### src/rtl/divider_arbiter.sv
`default_nettype none
// ============================================================================
// Module   : divider_arbiter
// Purpose  : Round-robin front end that shares one iterative divider among
//            NUM_REQ requesters. One division is in flight at a time;
//            divide-by-zero is answered locally without touching the divider.
//            Results come back on shared quotient/remainder/error buses,
//            qualified by a one-hot response strobe.
// Options  : DIV_ARB_TIMEOUT_EN - adds a WAIT watchdog of TIMEOUT_CYCLES and a
//            DRAIN state that discards late divider results.
// Revision : 1.0 - initial release
// ============================================================================
module divider_arbiter #(
    parameter int NUM_REQ        = 4,
    parameter int WIDTH          = 32,
    parameter int TIMEOUT_CYCLES = 64
) (
    input  logic                     clk_in,
    input  logic                     rst_in,
    input  logic [NUM_REQ-1:0]       req_valid_in,
    input  logic [NUM_REQ*WIDTH-1:0] dividend_in,
    input  logic [NUM_REQ*WIDTH-1:0] divisor_in,
    output logic [NUM_REQ-1:0]       req_ack_out,
    output logic [NUM_REQ-1:0]       resp_valid_out,
    output logic [WIDTH-1:0]         quotient_out,
    output logic [WIDTH-1:0]         remainder_out,
    output logic                     error_out,
    output logic                     busy_out,
    output logic [WIDTH-1:0]         div_dividend_out,
    output logic [WIDTH-1:0]         div_divisor_out,
    output logic                     div_valid_out,
    input  logic [WIDTH-1:0]         div_quotient_in,
    input  logic [WIDTH-1:0]         div_remainder_in,
    input  logic                     div_valid_in,
    input  logic                     div_error_in,
    input  logic                     div_busy_in
);

    // Width of a requester index; NUM_REQ is at least 2.
    localparam int C_IDX_W = $clog2(NUM_REQ);

    // State encoding. DRAIN only exists when the watchdog is built in.
    localparam logic [2:0] C_ST_IDLE    = 3'd0;
    localparam logic [2:0] C_ST_ISSUE   = 3'd1;
    localparam logic [2:0] C_ST_WAIT    = 3'd2;
    localparam logic [2:0] C_ST_RESPOND = 3'd3;
`ifdef DIV_ARB_TIMEOUT_EN
    localparam logic [2:0] C_ST_DRAIN   = 3'd4;
`endif

    // ------------------------------------------------------------------
    // Declarations
    // ------------------------------------------------------------------
    logic [2:0]         r_state;
    logic [2:0]         w_state_nxt;

    logic [C_IDX_W-1:0] r_last_grant;
    logic [C_IDX_W-1:0] w_grant_idx;
    logic [C_IDX_W-1:0] w_cand_idx;
    int                 w_cand;
    logic               w_found;
    logic               w_grant_en;
    logic [NUM_REQ-1:0] w_grant_oh;
    logic [NUM_REQ-1:0] r_grant_oh;
    logic [NUM_REQ-1:0] r_ack;

    logic [WIDTH-1:0]   w_sel_dividend;
    logic [WIDTH-1:0]   w_sel_divisor;
    logic [WIDTH-1:0]   r_div_dividend;
    logic [WIDTH-1:0]   r_div_divisor;
    logic               r_dbz;

    logic [WIDTH-1:0]   r_quotient;
    logic [WIDTH-1:0]   r_remainder;
    logic               r_error;

    logic               w_div_valid;
    logic [NUM_REQ-1:0] w_resp_valid;
    logic               w_busy;
    logic               w_timeout;

    // ------------------------------------------------------------------
    // Round-robin search: the first requesting index after last_grant,
    // wrapping modulo NUM_REQ. Subtraction instead of % keeps it cheap
    // for non power-of-two NUM_REQ.
    // ------------------------------------------------------------------
    // Priority search starting one past the previous winner.
    always_comb begin
        w_grant_idx = r_last_grant;
        w_found     = 1'b0;
        w_cand      = 0;
        w_cand_idx  = '0;
        for (int k = 1; k <= NUM_REQ; k++) begin
            w_cand = int'(r_last_grant) + k;
            if (w_cand >= NUM_REQ) begin
                w_cand = w_cand - NUM_REQ;
            end
            w_cand_idx = C_IDX_W'(w_cand);
            if (!w_found && req_valid_in[w_cand_idx]) begin
                w_grant_idx = w_cand_idx;
                w_found     = 1'b1;
            end
        end
    end

    // One-hot form of the winning index.
    always_comb begin
        w_grant_oh              = '0;
        w_grant_oh[w_grant_idx] = 1'b1;
    end

    assign w_grant_en     = (r_state == C_ST_IDLE) && w_found;
    assign w_sel_dividend = dividend_in[int'(w_grant_idx)*WIDTH +: WIDTH];
    assign w_sel_divisor  = divisor_in[int'(w_grant_idx)*WIDTH +: WIDTH];

    // ------------------------------------------------------------------
    // Optional WAIT watchdog
    // ------------------------------------------------------------------
`ifdef DIV_ARB_TIMEOUT_EN
    localparam int C_TO_W = $clog2(TIMEOUT_CYCLES + 1);

    logic [C_TO_W-1:0] r_wait_cnt;
    logic              r_timed_out;

    // Counts cycles spent in WAIT; the last count without an answer fires.
    assign w_timeout = (r_state == C_ST_WAIT) && !div_valid_in &&
                       (r_wait_cnt == C_TO_W'(TIMEOUT_CYCLES - 1));

    // WAIT cycle counter, restarted on every other state.
    always_ff @(posedge clk_in) begin
        if (rst_in || (r_state != C_ST_WAIT)) begin
            r_wait_cnt <= '0;
        end else begin
            r_wait_cnt <= r_wait_cnt + 1'b1;
        end
    end

    // Remembers that the current response came from the watchdog, so the
    // FSM drains the divider before the next grant.
    always_ff @(posedge clk_in) begin
        if (rst_in) begin
            r_timed_out <= 1'b0;
        end else if (w_timeout) begin
            r_timed_out <= 1'b1;
        end else if (w_grant_en) begin
            r_timed_out <= 1'b0;
        end
    end
`else
    assign w_timeout = 1'b0;

    // Divider busy and the watchdog limit have no function without the
    // watchdog; tie them off here.
    logic w_unused_timeout;
    assign w_unused_timeout = div_busy_in & (TIMEOUT_CYCLES > 0);
`endif

    // ------------------------------------------------------------------
    // Control FSM
    // ------------------------------------------------------------------
    // State register.
    always_ff @(posedge clk_in) begin
        if (rst_in) begin
            r_state <= C_ST_IDLE;
        end else begin
            r_state <= w_state_nxt;
        end
    end

    // Next-state and strobe decode. A divide-by-zero grant still passes
    // through ISSUE (with the divider strobe suppressed) so that the ack
    // and the response land on separate cycles.
    always_comb begin
        w_state_nxt  = r_state;
        w_div_valid  = 1'b0;
        w_resp_valid = '0;
        w_busy       = (r_state != C_ST_IDLE);
        case (r_state)
            C_ST_IDLE: begin
                if (w_found) begin
                    w_state_nxt = C_ST_ISSUE;
                end
            end
            C_ST_ISSUE: begin
                w_div_valid = !r_dbz;
                w_state_nxt = r_dbz ? C_ST_RESPOND : C_ST_WAIT;
            end
            C_ST_WAIT: begin
                if (div_valid_in || w_timeout) begin
                    w_state_nxt = C_ST_RESPOND;
                end
            end
            C_ST_RESPOND: begin
                w_resp_valid = r_grant_oh;
`ifdef DIV_ARB_TIMEOUT_EN
                w_state_nxt  = r_timed_out ? C_ST_DRAIN : C_ST_IDLE;
`else
                w_state_nxt  = C_ST_IDLE;
`endif
            end
`ifdef DIV_ARB_TIMEOUT_EN
            C_ST_DRAIN: begin
                // The abandoned division must finish before the divider is
                // reused; its result is simply not captured.
                if (!div_busy_in && !div_valid_in) begin
                    w_state_nxt = C_ST_IDLE;
                end
            end
`endif
            default: begin
                w_state_nxt = C_ST_IDLE;
            end
        endcase
    end

    // ------------------------------------------------------------------
    // Datapath
    // ------------------------------------------------------------------
    // Grant capture, ack pulse and result registers.
    always_ff @(posedge clk_in) begin
        if (rst_in) begin
            r_last_grant   <= C_IDX_W'(NUM_REQ - 1);
            r_grant_oh     <= '0;
            r_ack          <= '0;
            r_div_dividend <= '0;
            r_div_divisor  <= '0;
            r_dbz          <= 1'b0;
            r_quotient     <= '0;
            r_remainder    <= '0;
            r_error        <= 1'b0;
        end else begin
            r_ack <= '0;

            if (w_grant_en) begin
                r_ack          <= w_grant_oh;
                r_grant_oh     <= w_grant_oh;
                r_last_grant   <= w_grant_idx;
                r_div_dividend <= w_sel_dividend;
                r_div_divisor  <= w_sel_divisor;
                r_dbz          <= (w_sel_divisor == '0);
            end

            // Results are loaded on the transition into RESPOND so the
            // shared buses change only together with a response.
            if ((r_state == C_ST_ISSUE) && r_dbz) begin
                r_quotient  <= '0;
                r_remainder <= r_div_dividend;
                r_error     <= 1'b1;
            end else if ((r_state == C_ST_WAIT) && div_valid_in) begin
                r_quotient  <= div_quotient_in;
                r_remainder <= div_remainder_in;
                r_error     <= div_error_in;
            end else if (w_timeout) begin
                r_quotient  <= '0;
                r_remainder <= '0;
                r_error     <= 1'b1;
            end
        end
    end

    // ------------------------------------------------------------------
    // Outputs
    // ------------------------------------------------------------------
    assign req_ack_out      = r_ack;
    assign resp_valid_out   = w_resp_valid;
    assign quotient_out     = r_quotient;
    assign remainder_out    = r_remainder;
    assign error_out        = r_error;
    assign busy_out         = w_busy;
    assign div_dividend_out = r_div_dividend;
    assign div_divisor_out  = r_div_divisor;
    assign div_valid_out    = w_div_valid;

endmodule
`default_nettype wire

### config.mk
export PLATFORM = sky130hd
export DESIGN_NAME = divider_arbiter
export DESIGN_NICKNAME = d
export VERILOG_FILES = /design/src/rtl/divider_arbiter.sv
export SDC_FILE = /design/constraint.sdc
export NUM_CORES = 1
export LEC_CHECK = 0
export ABC_AREA = 1
export ABC_CLOCK_PERIOD_IN_PS = 2800
export BUFFER_PORTS_ARGS = -buffer_cell sky130_fd_sc_hd__buf_2
export CAP_MARGIN = 20
export CORE_AREA = 2 2 182 184
export DETAILED_ROUTE_END_ITERATION = 10
export DIE_AREA = 0 0 184 186
export PLACE_DENSITY = 0.53
export SYNTH_ARGS = -nofsm -noshare
export SYNTH_HDL_FRONTEND = slang
export SYNTH_SLANG_ARGS = --single-unit
export TNS_END_PERCENT = 100
### constraint.sdc
create_clock -name clk_in -period 2.8 [get_ports clk_in]
set_input_delay 0.14 -clock clk_in [delete_from_list [all_inputs] [get_ports clk_in]]
set_output_delay 0.14 -clock clk_in [all_outputs]
set_load 0.02 [all_outputs]
==> impl_results.md, run 1 <==
- Run status: complete, no violations
- Worst Path Class, Setup: reg -> reg
- Unrepaired setup endpoints after global routing: false
- DRT Pass-1 Iters: 5
- Global route total overflow: 0
- Nets: 1,923
- Die Wd: 184 um
- Clock root cell: clkbuf_16
- Clk_lat worst skew: 430 ps
- Die height: 186 um
- FMAX: 0.398 GHz
- Fin crit share: 89.8%
- Yosys warning count: 0
- Post-layout util: a little over a third
- Drt total wl: ~36 mm
- Sequential area share after synthesis: about two fifths
- H-tree depth: 4
- Multi-input logic area: 4070 sq um
- Design area: 11,200 sq um
- Placed Cells: 1,940
- Initial core utilization: 22.9%
- Std-Cell Rows: 66
- Critical Path Source Type: flop
- Worst clock skew: around 11 ps
- Setup violations, final: 0
- Fillers: 3,509
- Clock Path Buffers: 2
- HPWL after detailed placement: around 27 mm
- Total clock buffers created by CTS: 17
- Initial DRC Count: ~480
- Most common cell after layout, fill and taps aside: nand2_1
- Vias in the first global route: 8,849
- Data required, critical path: between 3000 and 4000 ps
- I/O pin cnt: 468
- Share of cells above drive strength 1: 35.1%
- Input/output buffers: 466
- # clock sinks: 142
- Global-route wire length before repair: 50.7 mm
- Gpl congestion: 0.828
- VDD IR-drop max: 0.000597 V
- PwrDens: 1120 nW/um^2
- Avg Cell Area, Syn: 6.62 sq um
- Area Growth Syn to Fin: 52.5%
- Post-Syn Area: 7360 sq um
- CP max FO: 18
- Leakage Power: 5.87 nW
- Post-Place Cell Area: about 10,000 sq um
- Core area: 32,200 sq um
- Synth Net Count: roughly 1.4k
- Hold_ws: 27.1 ps
- FF+latch count, synth: between 100 and 150
- Post-CTS Setup Bufs: 0
- Detail Route Antenna Nets: 0
- Clock slew at reported path FFs: around 60 ps
- DR WL/cell: 17.7 um
- HP Class: in -> reg
- Slew headroom: between 20 and 30%
- DR vias/cell: 4.61
- Unique masters post-synth: 30
- Final slew viol count: 0
- Fin cells: about 2.0k
- Most frequent cells in the layout: nand2_1, buf_2, dfxtp_1
- Largest net degree at the start of global routing: 66
- Hold Violations, Final: 0
- Final min period: 2510 ps
- Initial antenna violation count: 5
- FF/Latch Area: 2850 sq um
- Via count: 9,277
- Die area: ~34,000 sq um
- Post-place setup slack: -61.9 ps
- Worst-Margin Slew: 1070 ps
- Critical path arrival: 2880 ps
- Crit end category: flop
- CTS tree: yes
- Gr usage total: between 10% and 20%
- Max-Cap Viols: 0
- Cell count after synthesis: between 1k and 1.5k
- Residual DRC: 0
- Final worst slack: 286 ps
synthesized netlist by cell type:
| cell | instances | area [sq um] |
|---|---|---|
| buf_6 | 6 | 67.6 |
| nor3_1 | 2 | 10.0 |
| nand2_1 | 527 | 1980 |
| dfxtp_1 | 142 | 2840 |
| a22o_1 | 60 | 526 |
| o21ai_0 | 69 | 345 |
| nor2_1 | 27 | 101 |
| a21oi_1 | 69 | 345 |
| o221ai_1 | 1 | 8.76 |
| nor2_4 | 2 | 22.5 |
| nor2_2 | 3 | 18.8 |
| clkinv_1 | 1 | 3.75 |
| o21bai_1 | 1 | 7.51 |
| clkbuf_1 | 40 | 150 |
| o22ai_1 | 1 | 6.26 |
| nand3_1 | 33 | 165 |
| o21ai_1 | 5 | 25.0 |
| nand3_2 | 3 | 30.0 |
| and3_1 | 1 | 6.26 |
| inv_1 | 24 | 90.1 |
| nand4_1 | 34 | 213 |
| nand3b_1 | 2 | 15.0 |
| a31oi_1 | 1 | 6.26 |
| nand2_2 | 11 | 68.8 |
| buf_4 | 3 | 22.5 |
| buf_2 | 25 | 125 |
| a22oi_1 | 2 | 15.0 |
| inv_2 | 8 | 30.0 |
| nand2_4 | 5 | 56.3 |
| ha_1 | 5 | 62.6 |
worst max-delay path: stages (launching register included):
cell and delay [ps]:
dfxtp_4 400, inv_2 100, nand2_1 70, nand2_1 80
nand2_2 130, nand2_4 70, inv_2 80, nand3_2 90
nand3_2 90, nand2_4 110, nor2_2 840, nand2_1 110
nand4_1 150, a22o_1 120
stage by stage:
stage | power (W) | TNS (ps)
global route | 0.0136 | 0
finish | 0.0126 | 0
detailed placement | 0.00986 | -233
global placement | 0.00980 | 0
CTS | 0.0127 | 0
floorplan | 0.00743 | 0
metal layers:
metal  vias up  GRT usage, %  wire length [um]
met3        57          4.79              2620
li1       4603             -                 -
met4         2          8.93              1210
met2       405          36.4             17900
met1      4210          21.6             13900
met5         -             0                11
layout make-up:
class	count	area share, %
Tap cell	408	4.54
Antenna cell	3	0.0668
Clock buffer	20	3.98
Inverter	33	1.15
Timing Repair Buffer	529	26.7
Clock inverter	12	2.05
Multi-Input combinational cell	866	36.2
Sequential cell	142	25.4
kinds of logic after synthesis:
logic type,after synthesis,synth area share (%)
flops,142,38.6
buf+inv,107,6.64
compound gates,209,17.4
simple gates,650,36.5
fa+ha+maj,5,0.849
path summary, 6_finish.rpt:
kind | startpoint | end | slack (ps) | cells past startpoint
min reg2reg | quotient_out[6] | quotient_out[6] | 460 | 2
max reg2reg | r_last_grant[0] | div_dividend_out[24] | 290 | 13
max | r_last_grant[0] | div_dividend_out[24] | 290 | 13
min | dividend_in[8] | div_dividend_out[8] | 30 | 4
state kept, by name, indices dropped and copies added, names as in the netlist:
register	count
div_divisor_out	32
req_ack_out	4
div_dividend_out	32
r_dbz	1
error_out	1
r_last_grant	2
r_state	2
quotient_out	32
r_grant_oh	4
remainder_out	32
power breakdown:
part / leakage (nW) / total [W] / internal, W / switching, W
sequential: 1.16 / 0.00279 / 0.00248 / 0.000305
combinational: 4.39 / 0.00715 / 0.00239 / 0.00476
clock: 0.322 / 0.00267 / 0.00171 / 0.000960
repair_timing:
action	CTS	global route
setup endpoints to repair	12	39
pin swaps	2	1
cloned	2	0
hold endpoints to repair	35	0
gates resized for setup	0	9
hold buffers	35	0
Note: power is estimated with default switching activity, not from simulation.
==> run 2: changes to the inputs <==
- MAX_ROUTING_LAYER: default -> met4
- REMOVE_ABC_BUFFERS: default -> 1
==> run 2 against run 1 <==
Compared with the run above:
- register-to-register slack better by 50 ps
- critical path depth up 2
- die area stayed put
- largest power group unchanged
- utilization is 0.49 points lower
- via count shrank 2.0%
==> impl_results.md, run 2 (synthesis gave the netlist of run 1 again) <==
- Hold Violations, Final: 0
- Die area: between 30,000 and 40,000 sq um
- Vias in the first global route: 8,817
- Slew headroom: between 50% and 60%
- Setup violations, final: 0
- Clk_lat worst skew: 420 ps
- Fin crit share: 88.0%
- Largest net degree at the start of global routing: 70
- Final worst slack: approximately 330 ps
- Input/output buffers: 466
- Worst clock skew: 13.5 ps
- Fillers: 3,580
- Drt total wl: roughly 33 mm
- Metal2 WL: around 16 mm
- Fin cells: 2,000
- Gr usage total: 18.8%
- Total clock buffers created by CTS: 17
- Nets: approximately 1.9k
- Data required, critical path: 3170 ps
- VDD IR-drop max: 0.000396 V
- Initial DRC Count: 385
- Final min period: 2470 ps
- H-tree depth: 4
- PwrDens: roughly 1100 nW/um^2
- Post-place setup slack: 32.0 ps
- # clock sinks: 142
- Clock root cell: clkbuf_16
- Crit end category: flop
- I/O pin cnt: between 400 and 500
- Die height: between 150 and 200 um
- Detail Route Antenna Nets: 0
- Multi-input logic area: 4050 sq um
- Via count: between 9k and 10k
- Final slew viol count: 0
- Critical Path Source Type: flop
- Share of cells above drive strength 1: 34.7%
- Std-Cell Rows: 66
- HPWL after detailed placement: 24.4 mm
- DRT met1 WL: 13.6 mm
- DR vias/cell: roughly 4.5
- Clock Path Buffers: 2
- Critical path arrival: 2840 ps
- Placed Cells: a little under 2k
- Max-Cap Viols: 0
- Post-CTS Setup Bufs: 0
- DR WL/cell: 16.5 um
- Area Growth Syn to Fin: 50.4%
- FMAX: roughly 0.41 GHz
- Initial core utilization: between 20 and 25%
- Global route total overflow: 0
- Residual DRC: 0
- Run status: complete, no violations
- Top routing layer used: met4
- CTS tree: yes
- Met3 routed WL: between 2 and 2.5 mm
- Most common cell after layout, fill and taps aside: nand2_1
- Total Power: 0.0119 W
- Most frequent cells in the layout: nand2_1, buf_2, dfxtp_1
- Clock slew at reported path FFs: 70 ps
- DRT Pass-1 Iters: 5
- Worst Path Class, Setup: reg -> reg
- Unrepaired setup endpoints after global routing: false
- Leakage Power: a little under 6 nW
- Worst-Margin Slew: 657 ps
- Die Wd: approximately 180 um
- CP max FO: 28
- HP Class: in -> reg
- Core area: around 32,000 sq um
- FF/Latch Area: ~2800 sq um
- Global-route wire length before repair: 48.3 mm
- Initial antenna violation count: 1
- Gpl congestion: 0.839
## run 2: changes by cell type in the layout (fill, tap and decap cells not counted), sizes merged, moves of 2 or more
cell         before  now
clkinv            1    3
clkinvlp          2    4
nor2             34   32
buf             494  488
dlygate4sd3      35   32
diode             3    1
bufinv            6    2
## run 2: path summary, 6_finish.rpt
check | start | end | slack [ps] | depth (start not counted)
worst min-delay path | div_quotient_in[2] | quotient_out[2] | 30 | 3
worst min register to register | quotient_out[14] | quotient_out[14] | 460 | 2
worst max register to register | r_last_grant[0] | div_dividend_out[15] | 330 | 15
worst max-delay path | r_last_grant[0] | div_dividend_out[15] | 330 | 15
## run 2: metrics by stage
step	util, %	hold slack, ps	setup TNS [ps]	instance area [sq um]
global placement	31.4	394	0	10100
detailed placement	31.4	402	0	10100
finish	34.4	27.6	0	11100
CTS	34.3	0.871	0	11000
global route	34.4	26.2	0	11100
floorplan	-	209	-16210	7000
## run 2: metal layers
layer / vias to the layer above / track usage (%)
met5: - / -
met4: 0 / 6.40
met3: 48 / 3.76
met2: 378 / 33.7
met1: 4078 / 20.9
li1: 4589 / -
## run 2: report_power, final
group | leakage (nW) | switching [W] | internal, W | total [W]
Combinational | 4.35 | 0.00450 | 0.00232 | 0.00681
Clock | 0.283 | 0.000943 | 0.00139 | 0.00234
Sequential | 1.16 | 0.000269 | 0.00248 | 0.00275
## run 2: critical path, cell delays in order, from the launching register on
cell,delay (ps)
dfxtp_1,340
buf_4,190
nand2_1,60
nand2_1,130
nand2_2,110
nand2_4,80
inv_2,50
nand3_2,80
nand3_2,70
nand2_2,270
nand2_1,200
inv_2,220
buf_12,230
nand2_1,130
nand4_1,110
a22o_1,120
## run 2: repair_timing
item	4_1_cts	5_1_grt
cloned	0	0
hold buffers	32	0
endpoints found under the setup margin	1	3
endpoints found under the hold margin	32	0
gates resized for setup	1	1
## run 2: layout make-up
class | instances | share of cell area, %
diodes | 1 | 0.0226
clock buffers | 21 | 4.25
well taps | 408 | 4.61
flip-flops and latches | 142 | 25.7
multi-input cells | 864 | 36.6
clock inverters | 11 | 1.18
inverters | 33 | 1.14
repair buffers | 520 | 26.5
==> run 3: changes to the inputs <==
- MAX_ROUTING_LAYER: met4 -> default
==> run 3 against run 2 <==
Compared with the run above:
- cell area shrank 0.27%
- combinational power about the same
- die area did not move
- non-clock buffer count shrank 1
- sequential share of layout area increased by 0.070 points
- via count rose by 0.26%
- setup slack improved by 5.7 ps
- clock skew increased by 2.2 ps
- utilization down 0.093 points
- global-route usage is 0.55 points lower
- critical path type unchanged
- critical endpoint unchanged
- largest cell class unchanged
==> impl_results.md, run 3 (synthesis gave the netlist of run 1 again) <==
- Gr usage total: 18.3%
- Final min period: 2460 ps
- Detail Route Antenna Nets: 0
- Initial DRC Count: 368
- Critical-path cell list: inv_2, nand2_2, nand2_2, nand2_2, nand2_4, nor2_2, nand3_1, nand2_2, nand2_1, inv_2, buf_12, nand2_1, nand4_1, a22o_1
- Data required, critical path: 3170 ps
- PwrDens: 1080 nW/um^2
- Largest delay share family, worst path: simple AND/OR/NAND/NOR gates
- Hold Violations, Final: 0
- DR vias/cell: ~4.6
- Critical Path Source Type: flop
- Total clock buffers created by CTS: 17
- Worst clock skew: between 15 and 20 ps
- Clock slew at reported path FFs: about 70 ps
- Clock root cell: clkbuf_16
- Run status: complete, no violations
- Hold EP: div_dividend_out[13]
- Worst Path Class, Setup: reg -> reg
- Gpl congestion: between 0.8 and 0.9
- Global route total overflow: 0
- VDD IR-drop max: 0.000396 V
- Clk_lat worst skew: 430 ps
- Initial antenna violation count: 1
- Post-CTS Setup Bufs: 0
- Fin crit share: 87.8%
- Std-Cell Rows: 66
- Core area: 32,200 sq um
- CP Launch Point: r_last_grant[1]
- CP max FO: 28
- Fillers: 3,584
- HPWL after detailed placement: 24.4 mm
- Max-Cap Viols: 0
- Fin cells: 1,998
- CP bufs+invs: 3
- Area Growth Syn to Fin: 50.0%
- Crit path largest cell delay: 430 ps
- FMAX: 0.407 GHz
- Die height: 186 um
- Worst-Margin Slew: about 1100 ps
- Largest net degree at the start of global routing: 70
- R2R depth: 14
- Global-route wire length before repair: 48.3 mm
- Placed Cells: 1,934
- Critical path arrival: 2830 ps
- I/O pin cnt: ~470
- Residual DRC: 0
- # clock sinks: 142
- Design area: 11,000 sq um
- HP Class: in -> reg
- Clock Path Buffers: 2
- Worst path most repeated cell: nand2_2
- R2r endpoint: div_dividend_out[15]
- Input/output buffers: 466
- Most common cell after layout, fill and taps aside: nand2_1
- Setup violations, final: 0
- Source of the worst hold timing path: dividend_in[13]
- Ant diodes: 0
- Total Neg Setup Slack: 0 ps
- Share of cells above drive strength 1: 34.7%
- Die area: around 34,000 sq um
- Vias in the first global route: 8,808
- Reg2Reg Launch Point: r_last_grant[1]
- Most frequent cells in the layout: nand2_1, buf_2, dfxtp_1
- Crit end category: flop
- DR WL/cell: 16.5 um
- Post-place setup slack: ~32 ps
- Die Wd: between 150 and 200 um
- CTS tree: yes
- H-tree depth: 4
- Leakage Power: 5.78 nW
- DRT Pass-1 Iters: 4
- Nets: 1,911
- Initial core utilization: between 20% and 30%
- Drt total wl: 33.0 mm
- Slew headroom: 27.1%
- Post-Place Cell Area: 10,100 sq um
- Worst path slowest cell: dfxtp_1
- Via count: 9,117
- Unrepaired setup endpoints after global routing: false
- Worst hold path depth: 4
- Final worst slack: 340 ps
- R2R setup slack: 340 ps
- Final slew viol count: 0
## run 3: final cells by class
type                       instances  area [sq um]  area share (%)
multi-input combinational        864          4050            36.7
timing repair buffer             519          2910            26.4
sequential                       142          2840            25.7
tap                              408           510            4.62
clock buffer                      21           470            4.26
clock inverter                    11           130            1.18
inverter                          33           126            1.14
## run 3: where the power goes
group | internal, W | switching (W) | total, W
clock | 0.00139 | 0.000947 | 0.00234
combinational | 0.00231 | 0.00450 | 0.00682
sequential | 0.00248 | 0.000268 | 0.00275
total | 0.00618 | 0.00572 | 0.0119
## run 3: layer usage
layer / up-vias / global-route usage, % / wire [um]
met5: - / 0 / 13
met3: 47 / 4.34 / 2360
met2: 385 / 33.6 / 16500
met1: 4091 / 20.6 / 13300
li1: 4592 / - / -
met4: 2 / 6.21 / 822
## run 3: what timing repair did
item                                    CTS  global route
endpoints found under the setup margin    1             3
cloned                                    0             0
endpoints found under the hold margin    32             0
hold buffers                             32             0
resized for setup                         1             1
## run 3: worst max path at each step
stage                                 endpoint  cells after the start  slack, ps
after floorplan            div_dividend_out[0]                     11       -230
after global placement    div_dividend_out[12]                     13        160
after detailed placement  div_dividend_out[12]                     13         30
after CTS                 div_dividend_out[12]                     13        200
after global routing                     r_dbz                     16         30
final                     div_dividend_out[15]                     14        340
## run 3: worst register-to-register path, cell delays in order, from the launching register on
cell     delay [ps]
dfxtp_1         430
inv_2           120
nand2_2          80
nand2_2          80
nand2_2         110
nand2_4          70
nor2_2          130
nand3_1         100
nand2_2         280
nand2_1         200
inv_2           220
buf_12          230
nand2_1         140
nand4_1         110
a22o_1          130
## run 3: per-stage QoR
step                hold slack (ps)  power (W)  util, %
floorplan                       209    0.00697        -
CTS                           0.871     0.0121     34.3
finish                         27.5     0.0119     34.3
global route                   25.2     0.0129     34.3
global placement                394    0.00958     31.4
detailed placement              402    0.00967     31.4
